## config.mk

```make
export PLATFORM = sky130hd
export DESIGN_NAME = seq_divider
export DESIGN_NICKNAME = d
export VERILOG_FILES = /design/src/rtl/m_pkg.sv /design/src/rtl/seq_divider.sv
export SDC_FILE = /design/constraint.sdc
export NUM_CORES = 1
export LEC_CHECK = 0
export ABC_AREA = 1
export BUFFER_PORTS_ARGS = -buffer_cell sky130_fd_sc_hd__buf_2
export CAP_MARGIN = 20
export CORE_MARGIN = 2
export CORE_UTILIZATION = 60
export DETAILED_ROUTE_END_ITERATION = 16
export PLACE_DENSITY = 0.8
export SLEW_MARGIN = 20
export SYNTH_ARGS = -nofsm -noshare
export SYNTH_HDL_FRONTEND = slang
export SYNTH_SLANG_ARGS = --single-unit
```

## constraint.sdc

```tcl
create_clock -name clk -period 4.3 [get_ports clk]
set_clock_uncertainty 0.2 [all_clocks]
set_input_delay 0.645 -clock clk [delete_from_list [all_inputs] [get_ports clk]]
set_output_delay 0.645 -clock clk [all_outputs]
set_load 0.01 [all_outputs]
```

## src/rtl/m_pkg.sv

```systemverilog
// Shared M-extension types: divide operation codes, divider FSM states and
// the iteration-counter width helper.
package m_pkg;

  typedef enum logic [1:0] {
    DIV  = 2'b00,
    DIVU = 2'b01,
    REM  = 2'b10,
    REMU = 2'b11
  } div_op_e;

  typedef enum logic [1:0] {
    IDLE = 2'b00,
    CALC = 2'b01,
    FIX  = 2'b10,
    DONE = 2'b11
  } div_state_e;

  function automatic int div_iter_w(input int width);
    return $clog2(width);
  endfunction

endpackage

```

## src/rtl/seq_divider.sv

```systemverilog
// Radix-2 restoring divider for DIV/DIVU/REM/REMU: one quotient bit per CALC
// cycle, sign fix-up in FIX, RISC-V divide-by-zero and overflow results preloaded.
module seq_divider
  import m_pkg::*;
#(
  parameter int WIDTH = 32
) (
  input  logic             clk,
  input  logic             rst_n,
  input  logic             start,
  input  logic [1:0]       op,
  input  logic [WIDTH-1:0] dividend,
  input  logic [WIDTH-1:0] divisor,
  input  logic             flush,
  output logic             busy,
  output logic             valid,
  output logic [WIDTH-1:0] result
);

  localparam int CNT_W = div_iter_w(WIDTH);

  div_state_e       state_r;
  div_op_e          op_r;
  logic             neg_q_r;
  logic             neg_r_r;
  logic [WIDTH-1:0] rem_r;
  logic [WIDTH-1:0] quo_r;
  logic [WIDTH-1:0] dvs_r;
  logic [WIDTH-1:0] result_r;
  logic [CNT_W-1:0] cnt_r;
  logic             busy_r;
  logic             valid_r;

  logic             signed_s;
  logic             a_neg_s;
  logic             b_neg_s;
  logic [WIDTH-1:0] a_abs_s;
  logic [WIDTH-1:0] b_abs_s;
  logic             div_zero_s;
  logic             overflow_s;
  logic [WIDTH-1:0] special_res_s;
  logic [WIDTH:0]   trial_s;
  logic [WIDTH-1:0] rem_nx_s;
  logic [WIDTH-1:0] quo_nx_s;
  logic [WIDTH-1:0] quo_fix_s;
  logic [WIDTH-1:0] rem_fix_s;
  logic [WIDTH-1:0] fix_res_s;

  // Operand conditioning, special-case detection, one iteration step and sign fix-up.
  always_comb begin
    signed_s      = ~op[0];
    a_neg_s       = signed_s & dividend[WIDTH-1];
    b_neg_s       = signed_s & divisor[WIDTH-1];
    a_abs_s       = a_neg_s ? (-dividend) : dividend;
    b_abs_s       = b_neg_s ? (-divisor) : divisor;
    div_zero_s    = (divisor == {WIDTH{1'b0}});
    overflow_s    = signed_s
                    && (dividend == {1'b1, {(WIDTH-1){1'b0}}})
                    && (divisor == {WIDTH{1'b1}});
    special_res_s = {WIDTH{1'b0}};
    if (div_zero_s) begin
      special_res_s = op[1] ? dividend : {WIDTH{1'b1}};
    end else if (overflow_s) begin
      special_res_s = op[1] ? {WIDTH{1'b0}} : dividend;
    end else begin
      special_res_s = {WIDTH{1'b0}};
    end

    // The partial remainder stays below the divisor, so WIDTH+1 bits hold the shifted value.
    trial_s = {rem_r, quo_r[WIDTH-1]} - {1'b0, dvs_r};
    if (!trial_s[WIDTH]) begin
      rem_nx_s = trial_s[WIDTH-1:0];
      quo_nx_s = {quo_r[WIDTH-2:0], 1'b1};
    end else begin
      rem_nx_s = {rem_r[WIDTH-2:0], quo_r[WIDTH-1]};
      quo_nx_s = {quo_r[WIDTH-2:0], 1'b0};
    end

    quo_fix_s = neg_q_r ? (-quo_r) : quo_r;
    rem_fix_s = neg_r_r ? (-rem_r) : rem_r;
    if ((op_r == REM) || (op_r == REMU)) begin
      fix_res_s = rem_fix_s;
    end else begin
      fix_res_s = quo_fix_s;
    end
  end

  // Divider FSM with registered busy/valid/result.
  always_ff @(posedge clk or negedge rst_n) begin
    if (!rst_n) begin
      state_r  <= IDLE;
      op_r     <= DIV;
      neg_q_r  <= 1'b0;
      neg_r_r  <= 1'b0;
      rem_r    <= {WIDTH{1'b0}};
      quo_r    <= {WIDTH{1'b0}};
      dvs_r    <= {WIDTH{1'b0}};
      result_r <= {WIDTH{1'b0}};
      cnt_r    <= {CNT_W{1'b0}};
      busy_r   <= 1'b0;
      valid_r  <= 1'b0;
    end else if (flush) begin
      state_r <= IDLE;
      busy_r  <= 1'b0;
      valid_r <= 1'b0;
    end else begin
      case (state_r)
        IDLE, DONE: begin
          if (start) begin
            op_r    <= div_op_e'(op);
            neg_q_r <= a_neg_s ^ b_neg_s;
            neg_r_r <= a_neg_s;
            rem_r   <= {WIDTH{1'b0}};
            quo_r   <= a_abs_s;
            dvs_r   <= b_abs_s;
            cnt_r   <= CNT_W'(WIDTH - 1);
            if (div_zero_s || overflow_s) begin
              state_r  <= DONE;
              result_r <= special_res_s;
              busy_r   <= 1'b0;
              valid_r  <= 1'b1;
            end else begin
              state_r <= CALC;
              busy_r  <= 1'b1;
              valid_r <= 1'b0;
            end
          end else begin
            state_r <= IDLE;
            busy_r  <= 1'b0;
            valid_r <= 1'b0;
          end
        end
        CALC: begin
          rem_r  <= rem_nx_s;
          quo_r  <= quo_nx_s;
          cnt_r  <= cnt_r - CNT_W'(1);
          busy_r <= 1'b1;
          if (cnt_r == {CNT_W{1'b0}}) begin
            state_r <= FIX;
          end else begin
            state_r <= CALC;
          end
        end
        FIX: begin
          result_r <= fix_res_s;
          state_r  <= DONE;
          busy_r   <= 1'b0;
          valid_r  <= 1'b1;
        end
        default: begin
          state_r <= IDLE;
          busy_r  <= 1'b0;
          valid_r <= 1'b0;
        end
      endcase
    end
  end

  assign busy   = busy_r;
  assign valid  = valid_r;
  assign result = result_r;

endmodule

```

==> results.json <==
{
  "layout.nets": 2414,
  "yosysTopAreaCell": "dfrtp_1",
  "die_area_mm2": 0.0233,
  "ys_warn_count": 0,
  "drt-wirelength-per-cell_um": 18.0,
  "outcome": "finished clean",
  "die_h_um": 153,
  "ant_nets": 0,
  "seq_area_frac_synth": 0.264,
  "grt_pass1_vias": 13900,
  "finalSetupTns_ns": 0,
  "hpwl_um": 36400,
  "cts_setup_buffers": 0,
  "worst_ep_required_time_ns": 4.42,
  "grt_pass1_wl_um": 74100,
  "synth_edf_count": 0,
  "wirelength_um": 46900,
  "htreeDepth": 4,
  "ctsResizeCount": 0,
  "coreArea_mm2": 0.0218,
  "die_w_um": 153,
  "hold_path_class": "in -> async",
  "viasPerCell": 5.95,
  "crit_path_end_kind": "register",
  "syn_area_per_cell_um2": 5.92,
  "synth.top_cells.by_area": "dfrtp_1, nand2_1, nand3_1, inv_1, o21ai_0",
  "ys_types": 45,
  "fin_crit_ns": 3.22,
  "finalCritPeriodShare": 0.748,
  "core.rowCount": 54,
  "crit_type": "reg -> reg",
  "cts-hold-fix-buffers": 0,
  "p_leak_nw": 7.98,
  "route.met3.wl_um": 5080,
  "grt_max_degree": 80,
  "route.detailed.drc": 0,
  "finalNonFillerCells": 2598,
  "vias": 15500,
  "clkLatencyLatePin_ns": 0.43,
  "top_layer": "met4",
  "rsz0062_at_grt": "false",
  "grt_use_total": 0.397,
  "power_density_mw_per_mm2": 506,
  "cap_viol_max_count": 0,
  "initialDrtViolationCount": 1959,
  "startpoint_type": "register",
  "arrival_ns": 3.33,
  "wl_met1_um": 19900,
  "worstPathMaxFanout": 39,
  "maxSlewHeadroom": 0.339,
  "netlist_instances": 2238,
  "clockBufferDepth": 2,
  "firstDrtPassIters": 6,
  "start_util": 0.609,
  "postLayoutCoreUtil": 0.668,
  "numPortBuffers": 103,
  "cts_root_buf": "clkbuf_16",
  "grt_overflow": 0,
  "syn_nets": 2349,
  "hold_viol_final": 0,
  "area_growth_pct": 9.67,
  "tightest_slew_ns": 0.985,
  "cts_made_buffers": 17,
  "grt_antenna_before_repair": 0,
  "place_inst": 2564,
  "synthArstFlopShare": 1.00,
  "vdd_drop_max_uv": 321,
  "wl_met2_um": 20400,
  "gp_congestion": 1.00,
  "setup_viol_count_final": 0,
  "ys_ff_latch": 140,
  "ios": 104,
  "layout-drive-gt1-share": 0.0889,
  "syn_area_mm2": 0.0133,
  "cts_tree": "done",
  "yosys.area.top_type_share": 0.264,
  "clock_sinks": 140,
  "clkTransAtPathRegs_ns": 0.07,
  "finalMaxSlewViolations": 0,
  "ys.flop_type": "dfrtp_1",
  "max_clock_freq_mhz": 311
}
per-layer routing:
| layer | GRT usage | vias to the layer above |
|---|---|---|
| li1 | - | 7326 |
| met1 | 0.556 | 7076 |
| met2 | 0.619 | 934 |
| met3 | 0.0836 | 128 |
| met4 | 0.118 | 0 |
| met5 | 0 | - |
where the power goes:
part           total (mW)  leakage (nW)  internal [mW]  switching (mW)
Clock                1.58         0.308          0.938           0.646
Sequential           2.13          1.80           1.75           0.379
Combinational        3.64          5.87           1.11            2.54
Total                7.36          7.98           3.79            3.56
Yosys cell counts, types with 2 or more instances:
master,instances
o31ai_1,2
a21oi_2,2
or2_2,8
buf_1,11
buf_4,2
nand3_2,4
nand2_1,776
inv_1,263
xnor2_1,19
o21bai_1,3
nor2_2,8
nand4_1,31
nand3_1,239
nor4_1,4
o211ai_1,24
nor3_2,2
o21ai_0,168
nand3b_1,17
xor2_1,28
a22oi_1,2
nor2_4,7
nor2_1,215
nand2_2,11
dfrtp_1,140
clkbuf_1,40
inv_2,8
buf_2,11
a31oi_1,2
ha_1,40
and3_1,2
nand2_4,4
o22ai_1,3
o21ai_1,4
a21oi_1,83
buf_6,8
and2_1,3
a21o_1,3
nor3_1,34
metrics by stage:
stage / setup WS (ns) / power [mW] / hold slack (ns) / instance area [um^2]
global route: 0.906 / 7.82 / 0.0533 / 14500
CTS: 1.13 / 7.23 / 0.0285 / 14500
finish: 1.08 / 7.36 / 0.00842 / 14500
global placement: 1.16 / 5.57 / 0.260 / 13900
detailed placement: 1.05 / 5.63 / 0.260 / 13900
floorplan: 1.95 / 4.49 / 0.149 / 13300
worst paths after layout:
path,slack (ns),to,depth (start not counted),startpoint
worst max-delay path,1.08,cnt_r[4]$_DFFE_PN0P_,12,state_r[0]$_DFF_PN0_
worst min-delay path,0.008,dvs_r[1]$_DFFE_PN0P_,1,rst_n
worst max register to register,1.08,cnt_r[4]$_DFFE_PN0P_,12,state_r[0]$_DFF_PN0_
worst min register to register,0.27,result[7]$_DFFE_PN0P_,2,result[7]$_DFFE_PN0P_
max in group asynchronous,3.02,quo_r[28]$_DFFE_PN0P_,2,rst_n
min in group clk,0.27,result[7]$_DFFE_PN0P_,2,result[7]$_DFFE_PN0P_
cells by family (layout without fill, tap and decap cells):
kind of cell               Yosys count  count (layout)  synth area share
AOI/OAI and AO/OA                  298             298             0.120
xor gates and xnor gates            47              47            0.0311
adders and majority gates           41              41            0.0393
buffers and inverters              345             423             0.104
DFF                                140             140             0.264
other                                0               2                 0
and+or+nand+nor                   1367            1367             0.441
registers in the layout, indices dropped and copies added, names as in the netlist:
name     cells
dvs_r       32
rem_r       32
neg_q_r      1
result      32
cnt_r        5
valid        1
neg_r_r      1
state_r      2
busy         1
quo_r       32
op_r         1
cell type report:
| type | instances | area, um^2 |
|---|---|---|
| diodes | 2 | 5.00 |
| inverters | 273 | 1030 |
| fillers | 2082 | 7220 |
| multi-input cells | 1753 | 8370 |
| clock buffers | 18 | 429 |
| flip-flops and latches | 140 | 3500 |
| repair buffers | 118 | 647 |
| well taps | 280 | 350 |
| clock inverters | 14 | 199 |
cell usage in the layout (no fill, tap or decap), types with 11 or more instances in the layout:
| cell | netlist | layout |
|---|---|---|
| nand2_1 | 776 | 776 |
| inv_1 | 263 | 263 |
| nand3_1 | 239 | 239 |
| nor2_1 | 215 | 214 |
| o21ai_0 | 168 | 168 |
| dfrtp_1 | 140 | 140 |
| buf_2 | 11 | 102 |
| a21oi_1 | 83 | 83 |
| ha_1 | 40 | 40 |
| nor3_1 | 34 | 34 |
| nand4_1 | 31 | 31 |
| xor2_1 | 28 | 28 |
| o211ai_1 | 24 | 24 |
| xnor2_1 | 19 | 19 |
| nand3b_1 | 17 | 17 |
| clkbuf_16 | 0 | 17 |
| buf_4 | 2 | 14 |
| nand2_2 | 11 | 11 |
worst max-delay path, cell delays in order, from the launching register on:
cell     delay (ns)
dfrtp_1        0.37
inv_1          0.05
ha_1           0.38
a21oi_1        0.27
inv_1          0.15
nor2_4         0.09
buf_4          0.36
nor2_4         0.05
inv_2          0.51
nand2_1        0.14
or2_0          0.26
o21ai_0        0.18
nand2_1        0.07
No activity file was read; power rests on OpenSTA's default activity.
